### config.mk
export PLATFORM = sky130hd
export DESIGN_NAME = cpu_step_controller
export DESIGN_NICKNAME = d
export VERILOG_FILES = /design/src/rtl/cpu_step_pkg.sv /design/src/rtl/cpu_step_controller_edge_rise.sv /design/src/rtl/cpu_step_controller.sv
export SDC_FILE = /design/constraint.sdc
export NUM_CORES = 1
export LEC_CHECK = 0
export CORE_MARGIN = 5
export CORE_UTILIZATION = 44
export DETAILED_ROUTE_END_ITERATION = 8
export GPL_TIMING_DRIVEN = 0
export PLACE_DENSITY = 0.76
export SLEW_MARGIN = 0
export SYNTH_ARGS = -nofsm -noshare
export SYNTH_HDL_FRONTEND = slang
export SYNTH_SLANG_ARGS = --single-unit
export TNS_END_PERCENT = 100
### constraint.sdc
create_clock -name clk -period 3.4 [get_ports clk]
set_input_delay 0.85 -clock clk [delete_from_list [all_inputs] [get_ports clk]]
set_output_delay 0.85 -clock clk [all_outputs]
set_load 0.005 [all_outputs]
### src/rtl/cpu_step_pkg.sv
`default_nettype none
// +----------------------------------------------------------------------+
// | cpu_step_pkg: shared encodings and widths for the CPU step controller |
// | Revision: 1.0                                                         |
// +----------------------------------------------------------------------+
package cpu_step_pkg;

  localparam int CNT_W   = 32;
  localparam int STATE_W = 4;

  typedef enum logic [1:0] {
    ST_IDLE       = 2'd0,
    ST_STEP_INSTR = 2'd1,
    ST_RUN        = 2'd2,
    ST_BP_HALT    = 2'd3
  } ctrl_state_e;

endpackage
`default_nettype wire

### src/rtl/cpu_step_controller_edge_rise.sv
`default_nettype none
// +----------------------------------------------------------------------+
// | edge_rise: registered rising-edge detector, async active-high reset   |
// | Revision: 1.0                                                         |
// +----------------------------------------------------------------------+
module edge_rise (
  input  logic clk,
  input  logic reset,
  input  logic level,
  output logic rise
);

  logic level_q, level_d;
  logic prev_q, prev_d;
  logic armed_q, armed_d;

  // The first sample after reset seeds both history flops, so a level already
  // high when reset releases is not reported as an edge.
  always_comb begin
    level_d = level;
    prev_d  = armed_q ? level_q : level;
    armed_d = 1'b1;
  end

  always_ff @(posedge clk or posedge reset) begin
    if (reset) begin
      level_q <= 1'b0;
      prev_q  <= 1'b0;
      armed_q <= 1'b0;
    end else begin
      level_q <= level_d;
      prev_q  <= prev_d;
      armed_q <= armed_d;
    end
  end

  assign rise = level_q & ~prev_q;

endmodule
`default_nettype wire

### src/rtl/cpu_step_controller.sv
`default_nettype none
// +----------------------------------------------------------------------+
// | cpu_step_controller: button-driven clock-enable sequencer for the CPU |
// | Revision: 1.0                                                         |
// +----------------------------------------------------------------------+
module cpu_step_controller
  import cpu_step_pkg::*;
#(
  parameter logic [STATE_W-1:0] FETCH_STATE      = 4'd0,
  parameter int unsigned        RUN_DIV          = 10_000_000,
  parameter int unsigned        MAX_INSTR_CYCLES = 16
) (
  input  logic               clk,
  input  logic               reset,
  input  logic               btn_cycle,
  input  logic               btn_instr,
  input  logic               btn_run,
  input  logic               bp_enable,
  input  logic [31:0]        bp_addr,
  input  logic [31:0]        fetch_pc,
  input  logic [STATE_W-1:0] fsm_state,
  output logic               cpu_ce,
  output logic               running,
  output logic               bp_hit,
  output logic               timeout,
  output logic [CNT_W-1:0]   cycle_count,
  output logic [CNT_W-1:0]   instr_count,
  output logic [1:0]         ctrl_state
);

  localparam int DIV_W = (RUN_DIV > 1) ? $clog2(RUN_DIV) : 1;
  localparam int PCW   = $clog2(MAX_INSTR_CYCLES + 1);
  localparam logic [DIV_W-1:0] DIV_LAST  = DIV_W'(RUN_DIV - 1);
  localparam logic [PCW-1:0]   PULSE_MAX = PCW'(MAX_INSTR_CYCLES);

  logic cycle_ev, instr_ev, run_ev;

  edge_rise u_edge_cycle (.clk(clk), .reset(reset), .level(btn_cycle), .rise(cycle_ev));
  edge_rise u_edge_instr (.clk(clk), .reset(reset), .level(btn_instr), .rise(instr_ev));
  edge_rise u_edge_run   (.clk(clk), .reset(reset), .level(btn_run),   .rise(run_ev));

  ctrl_state_e      state_q, state_d;
  logic [DIV_W-1:0] div_q, div_d;
  logic [PCW-1:0]   pulse_cnt_q, pulse_cnt_d;
  logic             first_q, first_d;
  logic             cpu_ce_q, cpu_ce_d;
  logic             running_q, running_d;
  logic             bp_hit_q, bp_hit_d;
  logic             timeout_q, timeout_d;
  logic [CNT_W-1:0] cycle_count_q, cycle_count_d;
  logic [CNT_W-1:0] instr_count_q, instr_count_d;
  logic             bp_match;
  logic             in_fetch;

  assign in_fetch = (fsm_state == FETCH_STATE);
  assign bp_match = bp_enable && in_fetch && (fetch_pc == bp_addr) && first_q;

  always_comb begin
    state_d     = state_q;
    div_d       = div_q;
    pulse_cnt_d = pulse_cnt_q;
    first_d     = first_q;
    cpu_ce_d    = 1'b0;
    timeout_d   = timeout_q;
    // Counters follow the pulse actually presented to the CPU, so fsm_state
    // is sampled in the same cycle the CPU acts on it.
    cycle_count_d = cycle_count_q + {{(CNT_W-1){1'b0}}, cpu_ce_q};
    instr_count_d = instr_count_q + {{(CNT_W-1){1'b0}}, cpu_ce_q & in_fetch};

    unique case (state_q)
      ST_IDLE, ST_BP_HALT: begin
        if (run_ev) begin
          state_d = ST_RUN;
          div_d   = '0;
          first_d = 1'b0;
        end else if (instr_ev) begin
          state_d     = ST_STEP_INSTR;
          timeout_d   = 1'b0;
          pulse_cnt_d = '0;
        end else if (cycle_ev) begin
          state_d  = ST_IDLE;
          cpu_ce_d = 1'b1;
        end
      end
      ST_STEP_INSTR: begin
        // A pulse on the output now means this cycle is the gap; the check
        // runs on the following cycle once fsm_state has absorbed the pulse.
        if (!cpu_ce_q) begin
          if (pulse_cnt_q == '0) begin
            cpu_ce_d    = 1'b1;
            pulse_cnt_d = pulse_cnt_q + 1'b1;
          end else if (in_fetch) begin
            state_d = ST_IDLE;
          end else if (pulse_cnt_q == PULSE_MAX) begin
            timeout_d = 1'b1;
            state_d   = ST_IDLE;
          end else begin
            cpu_ce_d    = 1'b1;
            pulse_cnt_d = pulse_cnt_q + 1'b1;
          end
        end
      end
      ST_RUN: begin
        if (run_ev) begin
          state_d = ST_IDLE;
        end else if (div_q == DIV_LAST) begin
          div_d = '0;
          if (bp_match) begin
            state_d = ST_BP_HALT;
          end else begin
            cpu_ce_d = 1'b1;
            first_d  = 1'b1;
          end
        end else begin
          div_d = div_q + 1'b1;
        end
      end
      default: state_d = ST_IDLE;
    endcase

    running_d = (state_d == ST_RUN);
    bp_hit_d  = (state_d == ST_BP_HALT);
  end

  always_ff @(posedge clk or posedge reset) begin
    if (reset) begin
      state_q       <= ST_IDLE;
      div_q         <= '0;
      pulse_cnt_q   <= '0;
      first_q       <= 1'b0;
      cpu_ce_q      <= 1'b0;
      running_q     <= 1'b0;
      bp_hit_q      <= 1'b0;
      timeout_q     <= 1'b0;
      cycle_count_q <= '0;
      instr_count_q <= '0;
    end else begin
      state_q       <= state_d;
      div_q         <= div_d;
      pulse_cnt_q   <= pulse_cnt_d;
      first_q       <= first_d;
      cpu_ce_q      <= cpu_ce_d;
      running_q     <= running_d;
      bp_hit_q      <= bp_hit_d;
      timeout_q     <= timeout_d;
      cycle_count_q <= cycle_count_d;
      instr_count_q <= instr_count_d;
    end
  end

  assign cpu_ce      = cpu_ce_q;
  assign running     = running_q;
  assign bp_hit      = bp_hit_q;
  assign timeout     = timeout_q;
  assign cycle_count = cycle_count_q;
  assign instr_count = instr_count_q;
  assign ctrl_state  = state_q;

endmodule
`default_nettype wire

==> results.md <==
- DR pass1 iterations: 4
- Critical path launch point: fsm_state[1]
- Worst path required time: 3.64 ns
- Post-layout util: 61.2%
- Seq/Total Area, Yosys: roughly half
- Final setup violation count: 0
- Initial Util: 44.5%
- Top_reg_cell synth: dfrtp_1
- Simple-Gate Fraction of Synth Area: 21.2%
- Register clock-pin slew on the reported worst setup and hold paths: around 0.08 ns
- Num CTS Buffers: 9
- Worst skew pair latency: 0.35 ns
- Syn Std Cell Area: 5300 µm²
- Clock skew: 0.0132 ns
- Minimum clock period: 3.15 ns
- Flops & latches, synth: 107
- Largest family of logic cells by synthesized area: simple AND/OR/NAND/NOR gates
- Grt total ovfl: 0
- Root buf cell: clkbuf_16
- Worst hold start: instr_count[31]$_DFF_PP0_
- Die Height: roughly 120 µm
- Crit-path max FO: 6
- Worst reg2reg path startpoint: ctrl_state[0]$_DFF_PP0_
- Crit-path slowest cell: or4_1
- Period Utilization, post-route: 92.5%
- Most common cell after layout, fill and taps aside: clkdlybuf4s50_1
- Hold_ws: 0.480 ns
- Die W: 120 µm
- Sink Count: 107
- Fin. max-slew vios: 0
- Largest net degree at the start of global routing: 40
- DPL Wire Length: 9590 µm
- Post-synthesis compound-gate area fraction: roughly 6.6%
- Adder-Cell Fraction of Synth Area: under 10%
- Most frequent cells in the layout: clkdlybuf4s50_1 (143), dfrtp_1 (107), xor2_1 (58)
- Final Net Count: 744
- Layout Area Growth over Synthesis: 37.6%
- DR WL/cell: 14.9 µm
- VDD IR-drop max: around 0.25 mV
- Number of port buffers: 143
- DR vias: 4338
- Xor and xnor area share after synthesis: 17.2%
- Post-CTS Setup Repair Bufs: 0
- Clk buf depth: 2
- Post-placement setup slack: -0.445 ns
- Cell area power density: 446 nW/µm²
- CP endpoint kind: flop
- CTS tree: done
- Core Area: 11900 µm²
- Post-synth EDFFs: 0
- Post-route ant nets: 0
- Synth Warn #: 0
- Remaining DRCs: 0
- Synth Net Count: 589
- Routability cong.: 0.871
- Worst Setup Slack, final: 0.255 ns
- Top-level port count: 144
- Syn avg cell area: 10.5 µm²
- WP data arrival: 3.38 ns
- Synth async-reset ratio: 100%
- Crit Path Category: in2reg
- ANT cells: 0
- First-pass GRT wire length: 20500 µm
- Mapped Cells: 506
- Worst min path class: reg2reg
- Status: completed
- Vias in the first global route: between 4000 and 5000
- Fillers: 994
- Final Hold Fails: 0
- Worst Tran Pin Value: 0.700 ns
- CP cell instances: clkdlybuf4s50_1 -> or4_1 -> nor2_1 -> ha_1 -> ha_1 -> nand4_1 -> nor2_4 -> and2_2 -> nand4_1 -> xnor2_1
- RSZ-0062 raised after global routing: no
- Die Footprint: 14300 µm²
- Max-cap violations: 0
- Count of cell types in the netlist: 45
- # hold bufs at CTS: 0
- Vias/cell: approximately 5.3
- Static leakage: 3.11 nW
- Row count: 40
- Setup TNS: 0 ns
- Slew margin rel.: 53.0%
- Reg area: 2680 µm²
- Worst R2R Setup Slack: 0.59 ns
- Design Power: approximately 0.0033 W
- All-Layer GR Usage: 17.2%
- DR iter-0 viols: roughly 280
- Startpoint type of the worst setup path: input pin
- Routed WL: between 10000 and 15000 µm
- Fmax: 318 MHz
- Post-synthesis mux area share: 0.826%
- H-tree levels: 3
- Initial antenna violation count: 0
- Worst path max stage delay: 0.64 ns
- Share of layout cells above drive strength 1: between 4 and 5%
- Area of the multi-input gates: 2570 µm²
kinds of logic (layout without fill, tap and decap cells):
kind of cell    after synthesis  in the layout
fa+ha+maj                     9              9
other cells                   1              1
flops                       107            107
buf+inv                      20            180
compound gates               56             56
xor+xnor                    104            104
simple gates                205            205
mux                           4              4
worst paths after layout:
kind | endpoint | cells past startpoint
max in group asynchronous | cycle_count[24]$_DFF_PP0_ | 4
min reg2reg | instr_count[31]$_DFF_PP0_ | 1
max | instr_count[22]$_DFF_PP0_ | 10
min | instr_count[31]$_DFF_PP0_ | 1
min in group asynchronous | instr_count[18]$_DFF_PP0_ | 2
max reg2reg | div_q[21]$_DFFE_PP0P_ | 7
through the flow:
| stage | std cells | area, µm² |
|---|---|---|
| 2_1_floorplan | 506 | 5310 |
| 3_3_place_gp | 796 | 6920 |
| 3_5_place_dp | 798 | 6960 |
| 4_1_cts | 814 | 7290 |
| 5_1_grt | 813 | 7290 |
| 6_report | 813 | 7290 |
state kept, by name, indices dropped and copies added (netlist names), 2 cells and up:
signal / cells
pulse_cnt_q: 5
instr_count: 32
cycle_count: 32
ctrl_state: 2
div_q: 24
synthesized netlist by cell type (all sizes together) (7+ instances only):
cell / instances / area, µm²
inv: 11 / 41.3
ha: 9 / 113
nand3: 35 / 175
nor2: 31 / 116
and4: 10 / 87.6
nand2: 36 / 138
nor2b: 7 / 43.8
and3: 11 / 68.8
dfrtp: 107 / 2680
xnor2: 46 / 403
clkbuf: 7 / 26.3
xor2: 58 / 508
nor4: 11 / 68.8
o21ai: 19 / 95.1
nor3: 8 / 40.0
and2: 8 / 50.1
a21oi: 14 / 70.1
nand4: 21 / 131
power breakdown:
group,internal [W],switching (W),leakage [nW]
sequential,0.00137,0.000105,1.46
clock,0.000591,0.000496,0.155
combinational,0.000355,0.000342,1.50
worst max-delay path, delay by kind of cell:
family | cells | cell delay (ns)
and+or+nand+nor | 6 | 1.59
buffers and inverters | 1 | 0.39
adders and majority gates | 2 | 0.42
xor gates and xnor gates | 1 | 0.14
cell type report:
type,instances,area share [%]
multi-input cells,379,35.2
well taps,147,2.52
flip-flops and latches,107,36.7
repair buffers,145,20.2
plain buffers,8,0.446
inverters,11,0.617
clock inverters,7,1.27
clock buffers,9,3.09
routing by layer:
layer | part of all wire (%) | wire length, µm | track usage [%]
met5 | 0 | 0 | 0
met4 | 1.6 | 191 | 5.30
met3 | 6.7 | 810 | 3.72
met2 | 49 | 5930 | 29.3
met1 | 43 | 5170 | 21.8
timing repair:
action                                 CTS  global route
resized for setup                        2             3
setup endpoints to repair               11            11
pin swaps                                0             1
endpoints found under the hold margin    0             0
Power figures use the tool's default switching activity.
==> variant, RTL diff (config.mk and constraints unchanged) <==
The output `bp_hit` loses its register stage (`bp_hit_q` becomes a continuous assignment).
--- a/src/rtl/cpu_step_controller.sv
+++ b/src/rtl/cpu_step_controller.sv
@@ -132,3 +132,2 @@
       running_q     <= 1'b0;
-      bp_hit_q      <= 1'b0;
       timeout_q     <= 1'b0;
@@ -143,3 +142,2 @@
       running_q     <= running_d;
-      bp_hit_q      <= bp_hit_d;
       timeout_q     <= timeout_d;
@@ -149,2 +147,4 @@
   end
+
+  assign bp_hit_q = bp_hit_d;
 
Formal check against the unedited RTL: no difference found for any inputs over 10 cycles, from zero or initial values and one cycle with reset high; that may be too few to reach the edited logic, so the function may still have changed.
==> variant against the original RTL <==
The run now ends with negative setup slack left; wire length increased by 3.7%; synthesized area decreased by 0.47%; global-route usage increased by 0.42 points; power increased by 0.66%; sequential cell count decreased by 1; first-iteration DRC count increased by 20%; setup slack got worse by 0.30 ns; final area increased by 1.6%; cell count increased by 1.8%; highest routed layer unchanged.
==> variant: results (changes against the original RTL) <==
Run status
  • Outcome: complete, but fails checks (was completed)
  • Failing checks: negative setup slack

Clocking
  • Clock insertion delay at the later pin of the skew report: 0.35 ns (about the same)
  • Depth of the CTS H-tree: 3 (unchanged)
  • CTS Buf Count: 9 (unchanged)
  • Clk buf depth: 2 (unchanged)
  • Reg clk slew, reported paths: 0.07 ns
  • Clock root buffer: clkbuf_16 (unchanged)

Synth
  • Post-synthesis sequential area ratio: 0.503 (was 0.505)
  • Synth Net Count: 588 (was 589)
  • Synth unique cells: 45 (unchanged)
  • Most instantiated cells after synthesis: 106 x dfrtp_1, 58 x xor2_1, 46 x xnor2_1 (was 107 x dfrtp_1, 58 x xor2_1, 46 x xnor2_1)
  • Synth top area cells: dfrtp_1 50%, xor2_1 9.6%, xnor2_1 7.6% (was dfrtp_1 51%, xor2_1 9.6%, xnor2_1 7.6%)
  • Synth warn: 0 (unchanged)
  • Asr flop ratio synth: 1.00 (unchanged)

Setup path
  • Path depth of the worst reg2reg path: 6 (was 7)
  • Crit path max fanout: 2 (was 6)
  • WP data arrival: 2.60 ns (was 3.38 ns)

Finish
  • Layout cells sized above 1: 0.0896 (was 0.0495)
  • Final nets: 759 (was 744)
  • # diodes: 0 (unchanged)

Hold path
  • Hold Path Class: reg -> reg (unchanged)
  • Hold depth: 1 (unchanged)

GRT
  • Vias in the first global route: 4489 (was 4431)
  • Global-route wire length before repair: 20.7 mm (was 20.5 mm)
  • Total track usage: 0.176 (was 0.172)
  • Pin count of the biggest net entering global routing: 45 (was 40)
  • Initial antenna violation count: 0 (unchanged)

STA
  • Setup violators final: 1 (was 0)
  • Worst Skew: 0.00866 ns (was 0.0132 ns)
  • Fin Setup TNS: -0.0482 ns (was 0 ns)
  • PnR worst setup slack: -0.0482 ns (was 0.255 ns)
  • Slew @ Worst Pin: 0.706 ns (was 0.700 ns)

Placed design
  • Gpl congestion: 0.847 (was 0.871)
  • IO Port Bufs: 143 (unchanged)
  • Post-DP HPWL: 9.50 mm (was 9.59 mm)

Power
  • VDD IR-drop max: 0.237 mV (was 0.249 mV)
  • Reported leakage power: 0.00324 uW (was 0.00311 uW)

Drt
  • Via/cell ratio: 5.40 (was 5.34)
  • Routed WL: 12.5 mm (was 12.1 mm)
  • Initial DRC Count: 337 (was 282)
  • DR pass1 iterations: 5 (was 4)
==> variant: cell count changes after synthesis, sizes merged <==
| cell | unedited run | this run |
|---|---|---|
| dfrtp | 107 | 106 |
==> variant: metal layers <==
metal	GRT usage	share of wire
met5	0	0
met4	0.0558	0.016
met3	0.0523	0.075
met2	0.296	0.49
met1	0.219	0.42
==> variant: worst max-delay path, cell delays in order <==
cell and delay, ns:
clkdlybuf4s50_1 0.41, xor2_1 0.16, nor4_1 0.27, nand4_1 0.18
or4_4 0.52, o21ai_2 0.07, buf_2 0.13
==> variant: logic make-up after synthesis <==
group | share of synthesized area
xor+xnor | 0.173
other cells | 0.000711
buf+inv | 0.0147
fa+ha+maj | 0.0213
mux | 0.00830
flops | 0.503
compound gates | 0.0662
simple gates | 0.213
==> variant: cell type report <==
cell class | count | area [um2]
multi-input cells | 379 | 2610
repair buffers | 162 | 1570
plain buffers | 7 | 27.5
clock inverters | 4 | 56.3
inverters | 11 | 45.0
flip-flops and latches | 106 | 2650
fillers | 985 | 4450
clock buffers | 12 | 267
well taps | 147 | 184
==> variant: repair_timing <==
item / 4_1_cts / 5_1_grt
setup endpoints to repair: 11 / 1
gates resized for setup: 38 / 12
buffers inserted: 9 / 8
pin swaps: 18 / 9
==> variant: final timing paths <==
path	from	end	slack (ns)
min in group asynchronous	reset	pulse_cnt_q[4]	0.95
setup / recovery	bp_addr[25]	bp_hit	-0.05
hold reg to reg	cycle_count[31]	cycle_count[31]	0.47
hold / removal	cycle_count[31]	cycle_count[31]	0.47
max in group asynchronous	reset	cycle_count[14]	1.83
setup reg to reg	ctrl_state[1]	div_q[21]	0.80
==> variant: report_power, final <==
group / internal (uW) / leakage (uW) / switching [uW]
Clock: 638 / 0.000160 / 461
Sequential: 1350 / 0.00144 / 89.5
Combinational: 369 / 0.00164 / 367
==> variant: metrics by stage <==
stage | util | cell area, um2 | setup WS [ns] | power, uW | std cells
finish | 0.625 | 7410 | -0.0482 | 3280 | 828
global route | 0.625 | 7410 | -0.129 | 3460 | 828
CTS | 0.616 | 7310 | -0.0832 | 3290 | 822
detailed placement | 0.585 | 6940 | -1.08 | 2180 | 797
global placement | 0.581 | 6900 | -1.08 | 2140 | 795
floorplan | - | 5280 | 0.0662 | 1820 | 505
